==> config.mk <==
export PLATFORM = sky130hd
export DESIGN_NAME = ram_dp_clr
export DESIGN_NICKNAME = d
export VERILOG_FILES = /design/src/rtl/ram_pkg.sv /design/src/rtl/ram_core.sv /design/src/rtl/ram_dp_clr.sv
export SDC_FILE = /design/constraint.sdc
export NUM_CORES = 1
export LEC_CHECK = 0
export CELL_PAD_IN_SITES_DETAIL_PLACEMENT = 0
export CELL_PAD_IN_SITES_GLOBAL_PLACEMENT = 2
export CORE_ASPECT_RATIO = 0.5
export CORE_UTILIZATION = 42
export CTS_BUF_LIST = sky130_fd_sc_hd__clkbuf_16
export DETAILED_ROUTE_END_ITERATION = 8
export PLACE_DENSITY = 0.78
export SETUP_SLACK_MARGIN = 0.5
export SLEW_MARGIN = 10
export SYNTH_ARGS = -nofsm -noshare
export SYNTH_HDL_FRONTEND = slang
export SYNTH_HIERARCHICAL = 1
export SYNTH_SLANG_ARGS = --single-unit
==> constraint.sdc <==
create_clock -name clk -period 2.5 [get_ports clk]
set_input_delay 0.5 -clock clk [delete_from_list [all_inputs] [get_ports clk]]
set_output_delay 0.5 -clock clk [all_outputs]
set_load 0.02 [all_outputs]
==> src/rtl/ram_pkg.sv <==
// Shared types and default widths for the dual-port clearable RAM.
// Pure declarations: no latency or flow control lives here.
package ram_pkg;

  localparam int DATA_W_DEF = 8;
  localparam int ADDR_W_DEF = 4;

  typedef enum logic {
    ST_IDLE  = 1'b0,
    ST_CLEAR = 1'b1
  } state_t;

endpackage

==> src/rtl/ram_core.sv <==
// Storage array with one synchronous write port and a registered, write-first read port.
// Read data lands one edge after rd_en; no backpressure, every enabled access is taken.
module ram_core
  import ram_pkg::*;
#(
  parameter int DATA_W = DATA_W_DEF,
  parameter int ADDR_W = ADDR_W_DEF
) (
  input  logic              clk,
  input  logic              rst,
  input  logic              wr_en,
  input  logic [ADDR_W-1:0] wr_addr,
  input  logic [DATA_W-1:0] wr_data,
  input  logic              rd_en,
  input  logic [ADDR_W-1:0] rd_addr,
  output logic [DATA_W-1:0] rd_data
);

  localparam int DEPTH = 1 << ADDR_W;

  logic [DATA_W-1:0] mem [DEPTH];

  // The array itself is never reset; only the clear sweep zeroes it.
  always_ff @(posedge clk) begin
    if (wr_en) mem[wr_addr] <= wr_data;
  end

  always_ff @(posedge clk or posedge rst) begin
    if (rst) begin
      rd_data <= '0;
    end else if (rd_en) begin
      rd_data <= (wr_en && (wr_addr == rd_addr)) ? wr_data : mem[rd_addr];
    end
  end

endmodule

==> src/rtl/ram_dp_clr.sv <==
// Simple dual-port RAM with a hardware clear sweep (DEPTH edges) after reset or on clear_req.
// Reads return one edge later with data_valid; while busy, all requests are dropped, not queued.
module ram_dp_clr
  import ram_pkg::*;
#(
  parameter int DATA_W         = DATA_W_DEF,
  parameter int ADDR_W         = ADDR_W_DEF,
  parameter bit CLEAR_ON_RESET = 1'b1
) (
  input  logic              clk,
  input  logic              rst,
  input  logic              write_enable,
  input  logic [ADDR_W-1:0] wr_addr,
  input  logic [DATA_W-1:0] data_in,
  input  logic              read_enable,
  input  logic [ADDR_W-1:0] rd_addr,
  input  logic              clear_req,
  output logic [DATA_W-1:0] data_out,
  output logic              data_valid,
  output logic              busy
);

  localparam logic [ADDR_W-1:0] LAST_ADDR = '1;

  state_t            state;
  logic [ADDR_W-1:0] clr_cnt;
  logic              clearing;
  logic              wr_acc;
  logic              rd_acc;
  logic              core_we;
  logic [ADDR_W-1:0] core_waddr;
  logic [DATA_W-1:0] core_wdata;

  assign clearing = (state == ST_CLEAR);
  assign busy     = clearing;

  // A clear request wins over any access presented in the same cycle.
  assign wr_acc = !clearing && !clear_req && write_enable;
  assign rd_acc = !clearing && !clear_req && read_enable;

  assign core_we    = clearing || wr_acc;
  assign core_waddr = clearing ? clr_cnt : wr_addr;
  assign core_wdata = clearing ? '0 : data_in;

  always_ff @(posedge clk or posedge rst) begin
    if (rst) begin
      state      <= CLEAR_ON_RESET ? ST_CLEAR : ST_IDLE;
      clr_cnt    <= '0;
      data_valid <= 1'b0;
    end else begin
      case (state)
        ST_IDLE: begin
          data_valid <= rd_acc;
          if (clear_req) state <= ST_CLEAR;
        end
        ST_CLEAR: begin
          data_valid <= 1'b0;
          if (clr_cnt == LAST_ADDR) begin
            state   <= ST_IDLE;
            clr_cnt <= '0;
          end else begin
            clr_cnt <= clr_cnt + 1'b1;
          end
        end
        default: state <= ST_IDLE;
      endcase
    end
  end

  ram_core #(
    .DATA_W(DATA_W),
    .ADDR_W(ADDR_W)
  ) u_core (
    .clk    (clk),
    .rst    (rst),
    .wr_en  (core_we),
    .wr_addr(core_waddr),
    .wr_data(core_wdata),
    .rd_en  (rd_acc),
    .rd_addr(rd_addr),
    .rd_data(data_out)
  );

endmodule

==> flow_summary_export.csv, run 1 <==
group,metric,value,unit
sta,period_share,84.9,%
sta,fmax,471,MHz
run,drv_cap,0,
min_path,hold_class,"primary input to async pin",
synth,ys_top_cells_by_area,"edfxtp_1 66%, mux4_2 7.8%, dfrtp_1 5.6%",
cells_and_area,fillers,969,
synth,netlist_area,0.00579,mm2
pwr,power_switching_share,28.2,%
sta,rsz0062_at_grt,"true",
cells_and_area,final_common_cell,"edfxtp_1",
cts,numCtsBuffers,17,
floorplan,die_x,168,um
floorplan,core_area,0.0131,mm2
cts,htree_levels,4,
setup_path,crit_fanout,8,
setup_path,r2r-start,"busy$_DFF_PP1_",
synth,synth-async-reset-ratio,9.86,%
cells_and_area,layout.nets,403,
sta,period_needed,2.12,ns
cts,clockBufferDepth,2,
pwr,p_leak,2.70,nW
detailed_routing,wl_met3,949,um
synth,synth_top_area_share,66.4,%
synth,synth_top_area_cell,"edfxtp_1",
synth,synth_ff_type,"edfxtp_1",
sta,hold_violations,0,
sta,setup_viol,0,
sta,fin_ws,0.378,ns
synth,ys_ff_latch,142,
global_route,antenna_found_initial,0,
detailed_routing,route.met2.wl,6190,um
cells_and_area,syn2layout_area_growth,30.6,%
sta,slew_headroom,31.8,%
cells_and_area,design_area,0.00756,mm2
cts,clock_sinks,142,
global_route,track_usage,19.3,%
pwr,ir_drop,642,uV
cells_and_area,layout_common_cells,"128 x edfxtp_1, 28 x clkdlybuf4s50_1, 28 x buf_4",
placement,place_congestion,0.768,
cts,clk_pin_slew,0.06,ns
cts,cts_tree,"built",
sta,fin_skew,0.0105,ns
cts,root_buffer,"clkbuf_16",
global_route,grt_pass1_vias,3273,
setup_path,end_kind,"register",
detailed_routing,wire_per_inst,22.4,um
sta,hold_ws,0.357,ns
global_route,grt_first_pass_wirelength,19400,um
setup_path,startpoint,"busy$_DFF_PP1_",
detailed_routing,highest_layer,"met4",
status,status,"completed",
synth,synth_cells,297,
setup_path,setup.worst_path.class,"register to register",
setup_path,crit_arrival,2.42,ns
synth,ys_types,36,
placement,post_dp_cell_area,0.00660,mm2
global_route,grt_max_degree,34,
synth,syn_avg_cell_area,19.5,um2
detailed_routing,initialDrtViolationCount,305,
floorplan,rows,29,
pwr,power_density,1140,mW/mm2
synth,synth_nets,319,
floorplan,start_util,44.3,%
detailed_routing,dr.pass1.iters,5,
cells_and_area,n_antenna_cell,0,
synth,yosysWarnings,6,
floorplan,die_area,0.0143,mm2
detailed_routing,drt-total-wl,12600,um
setup_path,slowest_delay,0.59,ns
cells_and_area,drive_gt1_share,34.8,%
sta,finalMaxSlewViolations,0,
synth,yosysSeqAreaShare,72.5,%
setup_path,worstPathRequired,2.79,ns
setup_path,start_kind,"register",
detailed_routing,routed_via_density,5.63,
detailed_routing,wl_met1,5360,um
placement,dp_hpwl,8220,um
global_route,grt_overflow,0,
detailed_routing,postRouteAntennaNets,0,
sta,tightestPinTransition,1.02,ns
placement,numPortBuffers,30,
placement,pre_cts_ws,-0.0367,ns
setup_path,crit_path_top_delay_cell,"dfstp_2",
setup_path,worstPathCellList,"buf_6 > mux2_4 > xor2_2 > nor3_2 > a31oi_4 > a221o_1",
synth,synth-edff-count,128,
cts,clk_latency,0.42,ns
floorplan,die_h,85,um
detailed_routing,vias,3176,
pwr,seqPwrFrac,40.0,%
detailed_routing,drc,0,
pwr,comb_power_share,28.3,%
cts,cts_hold_buf,0,
floorplan,io_pins,31,
sta,tns,0,ns
pwr,clockPowerShare,31.6,%
pwr,p_int,6.18,mW
pwr,switchingPower,2.43,mW
==> kinds of logic (layout without fill, tap and decap cells) <==
kind of cell / after synthesis / after routing / share of synthesized area, %
flops: 142 / 142 / 72.5
simple gates: 59 / 59 / 5.30
mux: 37 / 37 / 14.5
compound gates: 32 / 32 / 4.39
buf+inv: 21 / 118 / 2.31
xor+xnor: 5 / 5 / 0.757
fa+ha+maj: 1 / 1 / 0.216
==> path summary, 6_finish.rpt <==
check / slack [ns] / end / cells after the start
min in group clk: 0.54 / clr_cnt[3]$_DFFE_PP0P_ / 1
max: 0.38 / u_core/rd_data[6]$_DFFE_PP0P_ / 6
min reg2reg: 0.54 / clr_cnt[3]$_DFFE_PP0P_ / 1
max in group asynchronous: 1.86 / u_core/rd_data[3]$_DFFE_PP0P_ / 2
min: 0.36 / clr_cnt[2]$_DFFE_PP0P_ / 2
max reg2reg: 0.38 / u_core/rd_data[6]$_DFFE_PP0P_ / 6
==> stage by stage <==
| step | util [%] | instances | power [mW] |
|---|---|---|---|
| finish | 57.9 | 564 | 8.61 |
| detailed placement | 50.5 | 515 | 5.46 |
| global route | 57.9 | 564 | 8.95 |
| floorplan | - | 297 | 4.61 |
| CTS | 56.5 | 557 | 8.37 |
| global placement | 50.5 | 515 | 5.38 |
==> power by group through the flow <==
stage / Clock (mW) / Sequential (mW) / Combinational (mW)
6_report: 2.72 / 3.45 / 2.44
5_1_grt: 2.86 / 3.50 / 2.59
4_1_cts: 2.77 / 3.45 / 2.14
3_5_place_dp: 0 / 3.51 / 1.95
3_3_place_gp: 0 / 3.47 / 1.91
2_1_floorplan: 0 / 3.49 / 1.12
==> sequential cells by signal, summed over array words and instances, names as in the netlist <==
register / cells
busy: 1
clr_cnt: 4
data_valid: 1
u_core/mem: 128
u_core/rd_data: 8
==> timing repair <==
item | CTS | global route
gates resized for setup | 16 | 28
pin swaps | 13 | 5
setup buffers | 10 | 7
endpoints found under the hold margin | 0 | 0
setup endpoints to repair | 137 | 135
==> area by class of cell <==
type / count / area (um2) / share of cell area, %
Multi-Input combinational cell: 134 / 1640 / 21.8
Tap cell: 170 / 213 / 2.81
Clock buffer: 17 / 425 / 5.63
Clock inverter: 15 / 220 / 2.91
Sequential cell: 142 / 4200 / 55.5
Timing Repair Buffer: 81 / 842 / 11.1
Inverter: 5 / 18.8 / 0.248
==> metal layers <==
metal,vias up,global-route usage [%]
met2,113,30.6
met3,14,4.99
met1,1662,26.0
li1,1387,-
met5,-,0
met4,0,7.26
==> Yosys cell counts (all sizes together), types with 2 or more instances <==
| cell | count |
|---|---|
| edfxtp | 128 |
| mux4 | 32 |
| nor2b | 18 |
| a22oi | 16 |
| nor2 | 14 |
| dfrtp | 13 |
| nand2 | 11 |
| clkbuf | 9 |
| a221o | 8 |
| buf | 7 |
| inv | 5 |
| mux2 | 5 |
| nor3 | 5 |
| and2 | 3 |
| o21ai | 3 |
| xor2 | 3 |
| a31oi | 2 |
| nand2b | 2 |
| nand3b | 2 |
| xnor2 | 2 |
==> critical path, delay by kind of cell (launching register included) <==
kind | cells | cell delay, ns
buffers and inverters | 1 | 0.11
AOI/OAI and AO/OA | 2 | 0.55
and+or+nand+nor | 1 | 0.27
xor gates and xnor gates | 1 | 0.15
DFF | 1 | 0.59
muxes | 1 | 0.32
Note: power is estimated with default switching activity, not from simulation.
==> run 2: changes to the inputs <==
==> constraint.sdc (replaced) <==
create_clock -name clk -period 1.8 [get_ports clk]
set_input_delay 0.36 -clock clk [delete_from_list [all_inputs] [get_ports clk]]
set_output_delay 0.36 -clock clk [all_outputs]
set_load 0.02 [all_outputs]
==> run 2 against run 1 <==
Effect of this change: via count increased by 1.4%; power increased by 35%; highest routed layer unchanged; final cell count increased by 2.3%; first-iteration DRC count decreased by 9.8%; critical endpoint unchanged; the flow now finishes with violations (setup timing); largest power group unchanged; clock skew increased by 0.0014 ns.
==> flow_summary_export.csv, run 2 (synthesis gave the netlist of run 1 again) <==
group,metric,value,unit
sta,period_needed,2.12,ns
setup_path,setup.worst_path.class,"register to register",
global_route,grt_max_degree,29,
cts,cts_tree,"built",
cells_and_area,reg_top3,"u_core/mem: 128 flops, u_core/rd_data: 8 flops, clr_cnt: 4 flops",
detailed_routing,drt-total-wl,13500,um
pwr,switchingPower,3.38,mW
sta,fin_ws,-0.316,ns
placement,dpl.cell_count,542,
cts,clock_sinks,142,
setup_path,rr_worst_depth,5,
cells_and_area,final_cells,577,
cells_and_area,drive_gt1_share,40.0,%
cts,clockBufferDepth,2,
global_route,grt_overflow,0,
sta,slew_headroom,66.8,%
cells_and_area,largest_reg_flops,128,
cts,clk_pin_slew,0.06,ns
pwr,comb_power_share,29.6,%
placement,numPortBuffers,30,
cells_and_area,n_antenna_cell,0,
run,drv_cap,0,
placement,place_congestion,0.818,
sta,tightestPinTransition,0.496,ns
pwr,ir_drop,809,uV
cells_and_area,layout_common_cells,"128 x edfxtp_1, 46 x buf_4, 20 x mux4_2",
cts,root_buffer,"clkbuf_16",
min_path,hold_class,"primary input to async pin",
pwr,seqPwrFrac,41.3,%
pwr,p_leak,2.77,nW
setup_path,r2r_end,"u_core/rd_data[6]$_DFFE_PP0P_",
sta,fin_skew,0.0119,ns
setup_path,crit_arrival,2.41,ns
setup_path,crit_fanout,8,
detailed_routing,vias,3222,
sta,tns,-24.70,ns
floorplan,die_area,0.0143,mm2
detailed_routing,postRouteAntennaNets,0,
cells_and_area,design_area,0.00758,mm2
cells_and_area,final_common_cell,"edfxtp_1",
pwr,clockPowerShare,29.0,%
floorplan,core_area,0.0131,mm2
global_route,antenna_found_initial,0,
placement,dp_hpwl,9080,um
sta,rsz0062_at_grt,"true",
sta,fmax,473,MHz
floorplan,start_util,44.3,%
floorplan,rows,29,
setup_path,end_kind,"register",
setup_path,crit_end,"u_core/rd_data[6]$_DFFE_PP0P_",
floorplan,die_x,168,um
detailed_routing,dr.pass1.iters,5,
global_route,grt_pass1_vias,3376,
detailed_routing,initialDrtViolationCount,275,
pwr,power_density,1530,mW/mm2
setup_path,start_kind,"register",
cts,clk_latency,0.41,ns
detailed_routing,routed_via_density,5.58,
setup_path,regToRegSetupSlack,-0.32,ns
floorplan,io_pins,31,
cells_and_area,top_register,"u_core/mem",
cts,cts_hold_buf,0,
sta,finalMaxSlewViolations,0,
sta,hold_violations,0,
detailed_routing,drc,0,
cells_and_area,syn2layout_area_growth,31.0,%
pwr,p_int,8.21,mW
pwr,power_switching_share,29.2,%
sta,setup_viol,137,
placement,post_dp_cell_area,0.00687,mm2
global_route,grt_first_pass_wirelength,20400,um
setup_path,startpoint,"busy$_DFF_PP1_",
cells_and_area,layout.nets,416,
sta,period_share,118,%
setup_path,worstPathRequired,2.09,ns
detailed_routing,wire_per_inst,23.3,um
setup_path,r2r-start,"busy$_DFF_PP1_",
status,status,"finished, violations left",
status,violations,"setup timing",
floorplan,die_h,85,um
cts,htree_levels,4,
cts,numCtsBuffers,17,
global_route,track_usage,20.6,%
-- run 2: cell types whose count changed in the layout (fill, tap and decap cells not counted), moves of 3 or more --
cell and delta:
clkdlybuf4s50_1 -9, nor2b_1 -8, buf_4 +18, clkinv_2 +5
buf_12 +3, bufinv_16 -3, nor2b_4 +3, nor2b_2 +5
-- run 2: per-stage QoR --
step / hold slack, ns / util, % / worst slack, ns / power, mW
3_5_place_dp: 0.579 / 52.6 / -0.601 / 7.99
4_1_cts: 0.190 / 57.9 / -0.257 / 11.6
3_3_place_gp: 0.549 / 52.6 / -0.556 / 7.88
2_1_floorplan: 0.150 / - / -0.367 / 6.45
6_report: 0.200 / 58.0 / -0.316 / 11.6
5_1_grt: 0.225 / 58.0 / -0.376 / 12.0
-- run 2: cell type report --
class                   instances  area (um2)
fillers                      1008        5480
flip-flops and latches        142        4200
multi-input cells             134        1630
repair buffers                 94         952
clock buffers                  17         425
well taps                     170         213
clock inverters                15         146
inverters                       5        18.8
-- run 2: timing repair --
item	CTS	global route
pin swaps	17	4
setup buffers	2	1
resized for setup	79	4
setup endpoints to repair	267	243
-- run 2: routing by layer --
| metal | share of wire (%) | routed length [um] | global-route usage [%] | up-vias |
|---|---|---|---|---|
| met4 | 1.3 | 172 | 6.84 | 0 |
| met2 | 45 | 6090 | 30.5 | 114 |
| met5 | 0 | 0 | 0 | - |
| met3 | 6.4 | 865 | 5.60 | 14 |
| li1 | - | - | - | 1411 |
| met1 | 47 | 6330 | 29.7 | 1683 |
-- run 2: how the worst min path moves through the flow --
stage	start	endpoint	slack, ns	cells after the start
4_1_cts	rst	data_valid$_DFF_PP0_	0.19	2
3_3_place_gp	clr_cnt[3]$_DFFE_PP0P_	clr_cnt[3]$_DFFE_PP0P_	0.55	2
6_report	rst	data_valid$_DFF_PP0_	0.20	2
2_1_floorplan	rst	clr_cnt[0]$_DFFE_PP0P_	0.15	1
3_5_place_dp	clr_cnt[3]$_DFFE_PP0P_	clr_cnt[3]$_DFFE_PP0P_	0.58	2
5_1_grt	rst	clr_cnt[0]$_DFFE_PP0P_	0.22	2
-- run 2: power groups by stage --
stage	clock, mW	combinational, mW	sequential (mW)
4_1_cts	3.42	3.42	4.80
3_3_place_gp	0	3.08	4.80
2_1_floorplan	0	1.60	4.84
5_1_grt	3.55	3.63	4.87
6_report	3.36	3.44	4.79
3_5_place_dp	0	3.14	4.84
-- run 2: critical path, cell delays in order (launching register included) --
cell	delay, ns
dfstp_2	0.60
mux2_4	0.35
xor2_1	0.15
nor3_2	0.28
a31oi_4	0.23
a221o_1	0.37
